<file path="config.mk">
export PLATFORM = sky130hd
export DESIGN_NAME = gray_ptr_counter_flat
export DESIGN_NICKNAME = d
export VERILOG_FILES = /design/src/rtl/gray_ptr_counter_if.sv /design/src/rtl/gray_ptr_counter.sv /design/src/flat_wrapper.sv
export SDC_FILE = /design/constraint.sdc
export NUM_CORES = 1
export LEC_CHECK = 0
export BUFFER_PORTS_ARGS = -buffer_cell sky130_fd_sc_hd__buf_2
export CELL_PAD_IN_SITES_DETAIL_PLACEMENT = 0
export CELL_PAD_IN_SITES_GLOBAL_PLACEMENT = 1
export CORE_UTILIZATION = 42
export CTS_BUF_LIST = sky130_fd_sc_hd__clkbuf_4
export DETAILED_ROUTE_END_ITERATION = 8
export HOLD_SLACK_MARGIN = 0.03
export PLACE_DENSITY_LB_ADDON = 0.1
export SYNTH_ARGS = -nofsm -noshare
export SYNTH_HDL_FRONTEND = slang
export SYNTH_SLANG_ARGS = --single-unit
export TNS_END_PERCENT = 100
</file>
<file path="constraint.sdc">
create_clock -name clk -period 6.2 [get_ports clk]
set_input_delay 0.31 -clock clk [delete_from_list [all_inputs] [get_ports clk]]
set_output_delay 0.31 -clock clk [all_outputs]
set_load 0.01 [all_outputs]
</file>
<file path="src/rtl/gray_ptr_counter_if.sv">
// gray_ptr_counter_if
// Groups the control inputs and pointer outputs of gray_ptr_counter.
// Clock and reset are not part of this interface; they stay plain ports.
//
// Signals (all driven by the master except where noted):
//   clr      - synchronous clear to zero
//   load     - synchronous load of load_val
//   load_val - binary value loaded when load=1 (WIDTH bits)
//   en       - count enable, one step per cycle
//   up       - direction, 1 = increment, 0 = decrement
//   gray     - registered Gray pointer (driven by slave)
//   bin      - registered binary count (driven by slave)
//   wrap     - one-cycle pulse on modular wrap (driven by slave)
//   step_err - sticky Gray step violation flag (driven by slave), present
//              only when GRAY_PTR_COUNTER_STEP_CHECK_EN is defined
//
// Modports: master (the user of the pointer), slave (the counter).
interface gray_ptr_counter_if #(
  parameter int WIDTH = 8
);
  logic             clr;
  logic             load;
  logic [WIDTH-1:0] load_val;
  logic             en;
  logic             up;
  logic [WIDTH-1:0] gray;
  logic [WIDTH-1:0] bin;
  logic             wrap;
`ifdef GRAY_PTR_COUNTER_STEP_CHECK_EN
  logic             step_err;
`endif

  modport master (
    output clr, load, load_val, en, up,
    input  gray, bin, wrap
`ifdef GRAY_PTR_COUNTER_STEP_CHECK_EN
    , input step_err
`endif
  );

  modport slave (
    input  clr, load, load_val, en, up,
    output gray, bin, wrap
`ifdef GRAY_PTR_COUNTER_STEP_CHECK_EN
    , output step_err
`endif
  );
endinterface

</file>
<file path="src/rtl/gray_ptr_counter.sv">
// gray_ptr_counter
// Registered up/down binary counter that presents its value as a Gray code
// pointer. Both the binary count and the Gray pointer come straight from
// flops, so the Gray output is glitch-free and moves by one bit per count
// step. A one-cycle wrap pulse marks modular wraps in either direction.
//
// Ports:
//   clk   - rising-edge clock
//   rst_n - asynchronous active-low reset
//   bus   - gray_ptr_counter_if.slave (clr, load, load_val, en, up in;
//           gray, bin, wrap and optionally step_err out)
//
// Parameters:
//   WIDTH - pointer width in bits (>= 1)
//
// Optional feature macro: GRAY_PTR_COUNTER_STEP_CHECK_EN
//   When defined, adds a sticky step_err flag that sets if a counting step
//   ever changes more than or fewer than one Gray bit. Cleared by clr/reset.
module gray_ptr_counter #(
  parameter int WIDTH = 8
) (
  input  logic                clk,
  input  logic                rst_n,
  gray_ptr_counter_if.slave   bus
);

  localparam logic [WIDTH-1:0] ALL_ONES = '1;
  localparam logic [WIDTH-1:0] ONE      = WIDTH'(1);

  logic [WIDTH-1:0] bin_q;
  logic [WIDTH-1:0] gray_q;
  logic             wrap_q;

  logic [WIDTH-1:0] bin_next;
  logic [WIDTH-1:0] gray_next;
  logic             wrap_next;

  // Next count with priority clr > load > en > hold. The Gray value is
  // computed from next_bin so the gray flops load on the same edge as bin
  // instead of being decoded from the bin flops afterwards.
  always_comb begin
    bin_next  = bin_q;
    wrap_next = 1'b0;
    if (bus.clr) begin
      bin_next = '0;
    end else if (bus.load) begin
      bin_next = bus.load_val;
    end else if (bus.en) begin
      if (bus.up) begin
        bin_next  = bin_q + ONE;
        wrap_next = (bin_q == ALL_ONES);
      end else begin
        bin_next  = bin_q - ONE;
        wrap_next = (bin_q == '0);
      end
    end
    gray_next = bin_next ^ (bin_next >> 1);
  end

  always_ff @(posedge clk or negedge rst_n) begin
    if (!rst_n) begin
      bin_q  <= '0;
      gray_q <= '0;
      wrap_q <= 1'b0;
    end else begin
      bin_q  <= bin_next;
      gray_q <= gray_next;
      wrap_q <= wrap_next;
    end
  end

  assign bus.bin  = bin_q;
  assign bus.gray = gray_q;
  assign bus.wrap = wrap_q;

`ifdef GRAY_PTR_COUNTER_STEP_CHECK_EN
  logic count_step;
  logic step_err_q;

  // Only pure counting steps are checked; clr and load may legally move
  // many bits at once. gray_q still holds the previous pointer at the edge.
  assign count_step = !bus.clr && !bus.load && bus.en;

  always_ff @(posedge clk or negedge rst_n) begin
    if (!rst_n) begin
      step_err_q <= 1'b0;
    end else if (bus.clr) begin
      step_err_q <= 1'b0;
    end else if (count_step && !$onehot(gray_next ^ gray_q)) begin
      step_err_q <= 1'b1;
    end
  end

  assign bus.step_err = step_err_q;
`endif

endmodule

</file>
<file path="src/flat_wrapper.sv">
// flat-port wrapper written by rule: the top's interface ports become plain ports
module gray_ptr_counter_flat 
#(
  parameter int WIDTH = 8
)
  (clk, rst_n, bus_clr, bus_load, bus_load_val, bus_en, bus_up, bus_gray, bus_bin, bus_wrap);
  gray_ptr_counter_if #(.WIDTH(WIDTH)) bus_i ();
  input  logic clk;
  input  logic rst_n;
  input wire logic [$bits(bus_i.clr)-1:0] bus_clr;
  input wire logic [$bits(bus_i.load)-1:0] bus_load;
  input wire logic [$bits(bus_i.load_val)-1:0] bus_load_val;
  input wire logic [$bits(bus_i.en)-1:0] bus_en;
  input wire logic [$bits(bus_i.up)-1:0] bus_up;
  output wire logic [$bits(bus_i.gray)-1:0] bus_gray;
  output wire logic [$bits(bus_i.bin)-1:0] bus_bin;
  output wire logic [$bits(bus_i.wrap)-1:0] bus_wrap;
  assign bus_i.clr = bus_clr;
  assign bus_i.load = bus_load;
  assign bus_i.load_val = bus_load_val;
  assign bus_i.en = bus_en;
  assign bus_i.up = bus_up;
  assign bus_gray = bus_i.gray;
  assign bus_bin = bus_i.bin;
  assign bus_wrap = bus_i.wrap;
  gray_ptr_counter #(.WIDTH(WIDTH)) u_core (.clk(clk), .rst_n(rst_n), .bus(bus_i));
endmodule
</file>
==> results.py, run 1 <==
metrics = {
    "synth": {
        "synth_simple_gate_area_frac": 0.1204,
        "yosys.cell_types.count": 34,
        "synth_top_area_share": 0.3893,
        "ys_seq_area_frac": 0.3893,
        "ys_top_cells_by_area": "dfrtp_1 39%, ha_1 7.3%, xnor2_1 6.8%, a21oi_1 5.4%, xor2_1 5.1%",
        "ys_warn_count": 0,
        "ys_ff_latch": 16,
        "synth.net_count": 130,
        "synth-xor-area-share": 0.1192,
        "synth_area_sq_um": 1028,
        "synth_compound_area_frac": 0.1886,
        "yosysTopAreaCell": "dfrtp_1",
        "synth_adder_area_share": 0.09246,
        "synth_mux_area_frac": 0.03041,
        "netlist_instances": 109,
        "synth_top_family_by_area": "compound AO/OA/AOI/OAI gates",
        "avgSynthCellArea_sq_um": 9.436,
    },
    "final_layout": {
        "fin_util": 0.5422,
        "diodes": 0,
        "fin_cells": 166,
        "final_common_cell": "buf_2",
        "finish.net_count": 161,
        "drive_gt1_frac": 0.2681,
        "layout_common_cells": "30 x buf_2, 16 x dfrtp_1, 11 x a21oi_1",
        "finalInstanceArea_sq_um": 1222,
        "area_growth_pct": 18.86,
    },
    "detailed_routing": {
        "first_iter_violations": 16,
        "route.detailed.drc": 0,
        "firstDrtPassIters": 5,
        "final_antenna_net_count": 0,
        "wl_microns": 2341,
        "vias": 867,
        "via_per_inst": 5.223,
        "wire_per_inst_microns": 14.10,
    },
    "grt": {
        "grt_most_used_layer": "met1",
        "first_global_vias": 796,
        "globalRouteMet2Util": 0.2857,
        "grt_pass1_wl_microns": 3781,
        "track_usage": 0.1992,
        "grt_antenna_before_repair": 0,
        "grt_util_met1": 0.2921,
        "grt.met3_usage": 0.02679,
        "grt_max_degree": 20,
        "overflow": 0,
    },
    "timing": {
        "hold_viol": 0,
        "tns_ps": 0,
        "maxSlewHeadroom": 0.7332,
        "rsz0062_at_grt": "false",
        "fin_crit_sh": 0.3622,
        "post-route-min-period_ps": 2245,
        "tightest_slew_ps": 396.8,
        "whs_ps": 317.1,
        "slew_viol_final": 0,
        "setup-violations-final": 0,
        "max_freq_mhz": 445.4,
        "fin_ws_ps": 3955,
        "clock_skew_ps": 2.019,
    },
    "die": {
        "coreArea_sq_um": 2255,
        "dieArea_sq_um": 2651,
        "ioPinCount": 31,
        "die_h_microns": 51.49,
        "fp.dieW_microns": 51.49,
        "num_rows": 17,
        "initial_core_util": 0.4562,
    },
    "clock_network": {
        "cts_tree": "yes",
        "cts_inserted_buffers": 3,
        "path_clk_slew_ps": 90,
        "clkSinkCount": 16,
        "cts_setup_buffers": 0,
        "clock_latency_ps": 280,
        "cts_max_level": 1,
        "clockBufferDepth": 2,
        "cts_root_buf": "clkbuf_4",
    },
    "placement": {
        "dp.cells": 162,
        "gp_congestion": 0.9213,
        "io_buffers": 30,
        "placed_area_sq_um": 1190,
        "hpwl_microns": 1789,
        "dpl_worst_slack_ps": 3839,
    },
    "worst_setup_path": {
        "critPathMaxFanout": 6,
        "startpoint_type": "register",
        "path_class": "reg2reg",
        "cp-end-kind": "register",
        "critPathRequiredTime_ps": 6360,
        "worstPathArrival_ps": 2400,
    },
    "min_path": {
        "hold_class": "in2reg",
    },
    "run_status": {
        "status": "finished, final reports clean",
    },
    "pwr": {
        "vdd_ir_drop_max_uv": 120.4,
        "power.total_mw": 0.2671,
        "power_leakage_nw": 0.6544,
        "powerDensity_nw_per_um2": 218.5,
    },
    "run": {
        "maxCapViolations": 0,
    },
}
-- timing repair --
action                    in CTS  in global routing
resized for setup              0                  0
hold buffers                   1                  0
hold endpoints to repair      16                  0
-- Yosys cell counts --
cell and count:
a211o_1 1, a211oi_1 1, a211oi_2 2, a21o_1 2, a21oi_1 11, a221o_1 1
a22oi_1 1, a31oi_1 2, buf_1 1, buf_2 1, buf_4 1, clkbuf_1 2
dfrtp_1 16, fa_1 1, ha_1 6, inv_1 10, mux2_2 1, mux2i_1 2
nand2_1 4, nand2b_1 1, nand3_1 2, nand4_1 2, nor2_1 10, nor2b_1 1
nor3_1 1, nor4_1 3, o211a_1 1, o21a_1 3, o21ai_0 1, o31ai_1 2
or2_2 1, or3_1 1, xnor2_1 8, xor2_1 6
-- worst paths after layout --
kind / from / to / slack (ps) / depth (start not counted)
setup reg to reg: u_core.bus.bin[0] / u_core.bus.gray[6] / 3950 / 8
max in group asynchronous: rst_n / u_core.bus.wrap / 5470 / 2
setup / recovery: u_core.bus.bin[0] / u_core.bus.gray[6] / 3950 / 8
hold / removal: bus_load_val[0] / u_core.bus.bin[0] / 320 / 3
hold reg to reg: u_core.bus.bin[0] / u_core.bus.bin[0] / 780 / 3
min in group asynchronous: rst_n / u_core.bus.gray[5] / 460 / 2
-- layout make-up --
cell class,instances,area (sq um)
fillers,235,1032
multi-input cells,78,566.8
flip-flops and latches,16,400.4
repair buffers,31,160.2
inverters,10,37.54
well taps,28,35.03
clock buffers,3,22.52
-- logic make-up (layout without fill, tap and decap cells) --
family                   Yosys count  count (layout)
multiplexers                       3               3
adder cells (fa/ha/maj)            7               7
AND/OR/NAND/NOR                   26              26
flip-flops                        16              16
AO/OA/AOI/OAI                     28              28
XOR/XNOR                          14              14
buffers and inverters             15              44
-- power by group --
group / switching [mW] / total [mW] / internal [mW]
combinational: 0.0486 / 0.0889 / 0.0403
clock: 0.0314 / 0.0539 / 0.0225
sequential: 0.00857 / 0.124 / 0.116
-- registers in the layout, summed over array words and instances, names as in the netlist --
signal and count:
u_core.bus.bin 8, u_core.bus.wrap 1, u_core.bus.gray 7
-- critical path, stage by stage (launching register included) --
cell	delay, ps
dfrtp_1	480
inv_1	100
fa_1	470
nor2b_1	200
o31ai_1	110
mux2i_1	120
a211o_1	270
o21a_1	200
xor2_1	170
-- routing by layer --
metal | up-vias | routed length (microns)
li1 | 439 | -
met1 | 400 | 1159
met2 | 26 | 1060
met3 | 2 | 104
met4 | 0 | 17
met5 | - | 0
(Power assumes the default switching activity.)
==> run 2, diff against run 1 <==
--- a/config.mk
+++ b/config.mk
@@ -5,10 +5,11 @@
 export SDC_FILE = /design/constraint.sdc
 export NUM_CORES = 1
 export LEC_CHECK = 0
+export ABC_AREA = 1
 export BUFFER_PORTS_ARGS = -buffer_cell sky130_fd_sc_hd__buf_2
 export CELL_PAD_IN_SITES_DETAIL_PLACEMENT = 0
 export CELL_PAD_IN_SITES_GLOBAL_PLACEMENT = 1
-export CORE_UTILIZATION = 42
+export CORE_UTILIZATION = 38
 export CTS_BUF_LIST = sky130_fd_sc_hd__clkbuf_4
 export DETAILED_ROUTE_END_ITERATION = 8
 export HOLD_SLACK_MARGIN = 0.03
==> constraint.sdc (replaced) <==
create_clock -name clk -period 2.1 [get_ports clk]
set_input_delay 0.105 -clock clk [delete_from_list [all_inputs] [get_ports clk]]
set_output_delay 0.105 -clock clk [all_outputs]
set_load 0.01 [all_outputs]
==> run 2 against run 1 <==
  * Wire length rose by 25%
  * Design area rose by 13%
  * Synthesized cell count rose by 50%
  * Core utilization fell by 5.8 points
  * Die area rose by 25%
  * Sequential cell count did not move
  * Maximum frequency rose by 21%
  * Largest cell class unchanged
  * Largest power group unchanged
  * Highest routed layer unchanged
==> results.py, run 2 <==
metrics = {
    "timing": {
        "slew_viol_final": 0,
        "post-route-min-period_ps": 1861,
        "fin_crit_sh": 0.8862,
        "hold_viol": 0,
        "tns_ps": 0,
        "max_freq_mhz": 537.4,
        "setup-violations-final": 0,
        "clock_skew_ps": 14.94,
        "tightest_slew_ps": 377.4,
        "rsz0062_at_grt": "false",
        "maxSlewHeadroom": 0.7484,
    },
    "clock_network": {
        "cts_resized": 0,
        "clkSinkCount": 16,
        "cts_max_level": 1,
        "path_clk_slew_ps": 100,
        "cts_setup_buffers": 0,
        "clock_latency_ps": 290,
        "cts_inserted_buffers": 3,
        "clockBufferDepth": 2,
        "cts_root_buf": "clkbuf_4",
        "cts_tree": "yes",
    },
    "synth": {
        "synth.most_common_cell": "nand2_1",
        "ys_ff_latch": 16,
        "synth.net_count": 184,
        "ys_seq_area_frac": 0.3408,
        "synth_ff_type": "dfrtp_1",
        "synth-edff-count": 0,
        "yosys.cell_types.count": 25,
        "async_flop_share": 1.000,
        "ys_top_cells_by_area": "dfrtp_1 34%, nand2_1 14%, inv_1 9.9%, ha_1 6.4%, nand3_1 5.1%",
        "ys_warn_count": 0,
        "ys_top_cells_by_count": "44 x nand2_1, 31 x inv_1, 16 x dfrtp_1, 14 x nor2_1, 12 x nand3_1",
        "synth_area_sq_um": 1175,
        "avgSynthCellArea_sq_um": 7.208,
        "synth_top_area_share": 0.3408,
        "yosysTopAreaCell": "dfrtp_1",
        "netlist_instances": 163,
    },
    "placement": {
        "gp_congestion": 0.7836,
        "io_buffers": 30,
        "hpwl_microns": 2335,
        "placed_area_sq_um": 1344,
    },
    "detailed_routing": {
        "via_per_inst": 4.885,
        "routed-wl-met2_microns": 1404,
        "firstDrtPassIters": 4,
        "wire_per_inst_microns": 12.90,
        "wl_met3_microns": 107,
        "wl_met1_microns": 1388,
        "route.detailed.drc": 0,
        "wl_microns": 2915,
        "final_antenna_net_count": 0,
        "highest_layer": "met4",
        "first_iter_violations": 38,
        "vias": 1104,
    },
    "grt": {
        "track_usage": 0.1973,
        "grt_max_degree": 17,
        "overflow": 0,
        "first_global_vias": 1120,
        "grt_antenna_before_repair": 0,
        "grt_pass1_wl_microns": 4995,
    },
    "worst_setup_path": {
        "path_buf_inv": 2,
        "critPathRequiredTime_ps": 2320,
        "crit_top_cell": "nand2_1",
        "startpoint_type": "register",
        "r2r_slack_ps": 240,
        "critPathMaxFanout": 4,
        "cp-end-kind": "register",
        "crit_family": "simple AND/OR/NAND/NOR gates",
        "crit_path_top_delay_cell": "dfrtp_1",
        "r2r-start": "u_core.bus.bin[0]",
        "crit_path_cell_trace": "inv_1 -> fa_1 -> inv_1 -> nand2_1 -> nand2_1 -> nand3_1 -> nand3_1 -> nand3_1 -> a21oi_2 -> nand2_1 -> nand2_1",
        "path_class": "reg2reg",
        "slowest_delay_ps": 420,
        "startpoint": "u_core.bus.bin[0]",
        "worstPathArrival_ps": 2080,
    },
    "min_path": {
        "worstHoldStart": "bus_load_val[5]",
        "hold_class": "in2reg",
    },
    "final_layout": {
        "layout_common_cells": "44 x nand2_1, 31 x inv_1, 30 x buf_2",
        "diodes": 0,
        "final_common_cell": "nand2_1",
        "finish.net_count": 217,
        "drive_gt1_frac": 0.2154,
        "area_growth_pct": 17.47,
        "fillers": 311,
        "finalInstanceArea_sq_um": 1380,
        "largest_reg_flops": 8,
    },
    "pwr": {
        "powerDensity_nw_per_um2": 604.7,
        "vdd_ir_drop_max_uv": 309.9,
        "power_leakage_nw": 0.8097,
    },
    "die": {
        "ioPinCount": 31,
        "num_rows": 19,
        "coreArea_sq_um": 2853,
        "die_h_microns": 57.61,
        "dieArea_sq_um": 3318,
        "fp.dieW_microns": 57.61,
        "initial_core_util": 0.4118,
    },
    "run_status": {
        "status": "finished, final reports clean",
    },
    "run": {
        "maxCapViolations": 0,
    },
}
run 2: cell count changes after synthesis, moves of 4 or more:
cell / change
inv_1: +21
nand2_1: +40
nand3_1: +10
nor2_1: +4
xnor2_1: -5
run 2: cell families after synthesis:
group	after synthesis	share of synthesized area
buf+inv	35	0.1193
xor+xnor	6	0.04474
simple gates	79	0.2961
fa+ha+maj	7	0.08094
flops	16	0.3408
compound gates	20	0.1182
run 2: layout make-up:
class / instances / area [sq um] / share of cell area
Clock inverter: 1 / 3.754 / 0.002720
Tap cell: 31 / 38.79 / 0.02811
Multi-Input combinational cell: 112 / 634.4 / 0.4597
Sequential cell: 16 / 400.4 / 0.2901
Inverter: 32 / 120.1 / 0.08704
Timing Repair Buffer: 31 / 160.2 / 0.1160
Clock buffer: 3 / 22.52 / 0.01632
run 2: per-layer routing:
layer | track usage | vias to the layer above
met5 | 0 | -
li1 | - | 579
met2 | 0.3389 | 23
met4 | 0.05226 | 0
met1 | 0.2657 | 500
met3 | 0.01814 | 2
run 2: stage by stage:
step           utilization  total power, mW  setup slack (ps)  hold WS [ps]  instances
6_report            0.4838           0.8345             239.1         171.9        226
5_1_grt             0.4838           0.8994             14.33         169.9        226
4_1_cts             0.4838           0.8430             236.7         168.1        226
3_5_place_dp        0.4711           0.6742             279.4         47.53        221
3_3_place_gp        0.4711           0.6705             336.3         32.60        221
2_1_floorplan            -           0.5746             388.9        -190.6        163
run 2: worst paths after layout:
check | cells after the start | endpoint
min in group asynchronous | 2 | u_core.bus.gray[2]
max in group asynchronous | 2 | u_core.bus.bin[6]
min | 3 | u_core.bus.bin[5]
min reg2reg | 2 | u_core.bus.bin[6]
max | 11 | u_core.bus.gray[6]
max reg2reg | 11 | u_core.bus.gray[6]
run 2: what timing repair did:
item | 4_1_cts | 5_1_grt
hold buffers | 1 | 0
hold endpoints to repair | 16 | 0
setup endpoints to repair | 0 | 0
run 2: tightest hold or removal path, stage by stage:
cell     delay (ps)
buf_2            90
o21ai_2          80
a21oi_4         130
run 2: power breakdown:
group / total, mW / leakage, nW / switching, mW / internal, mW
Clock: 0.166 / 0.0154 / 0.0967 / 0.0689
Combinational: 0.307 / 0.591 / 0.190 / 0.116
Sequential: 0.362 / 0.203 / 0.0209 / 0.341
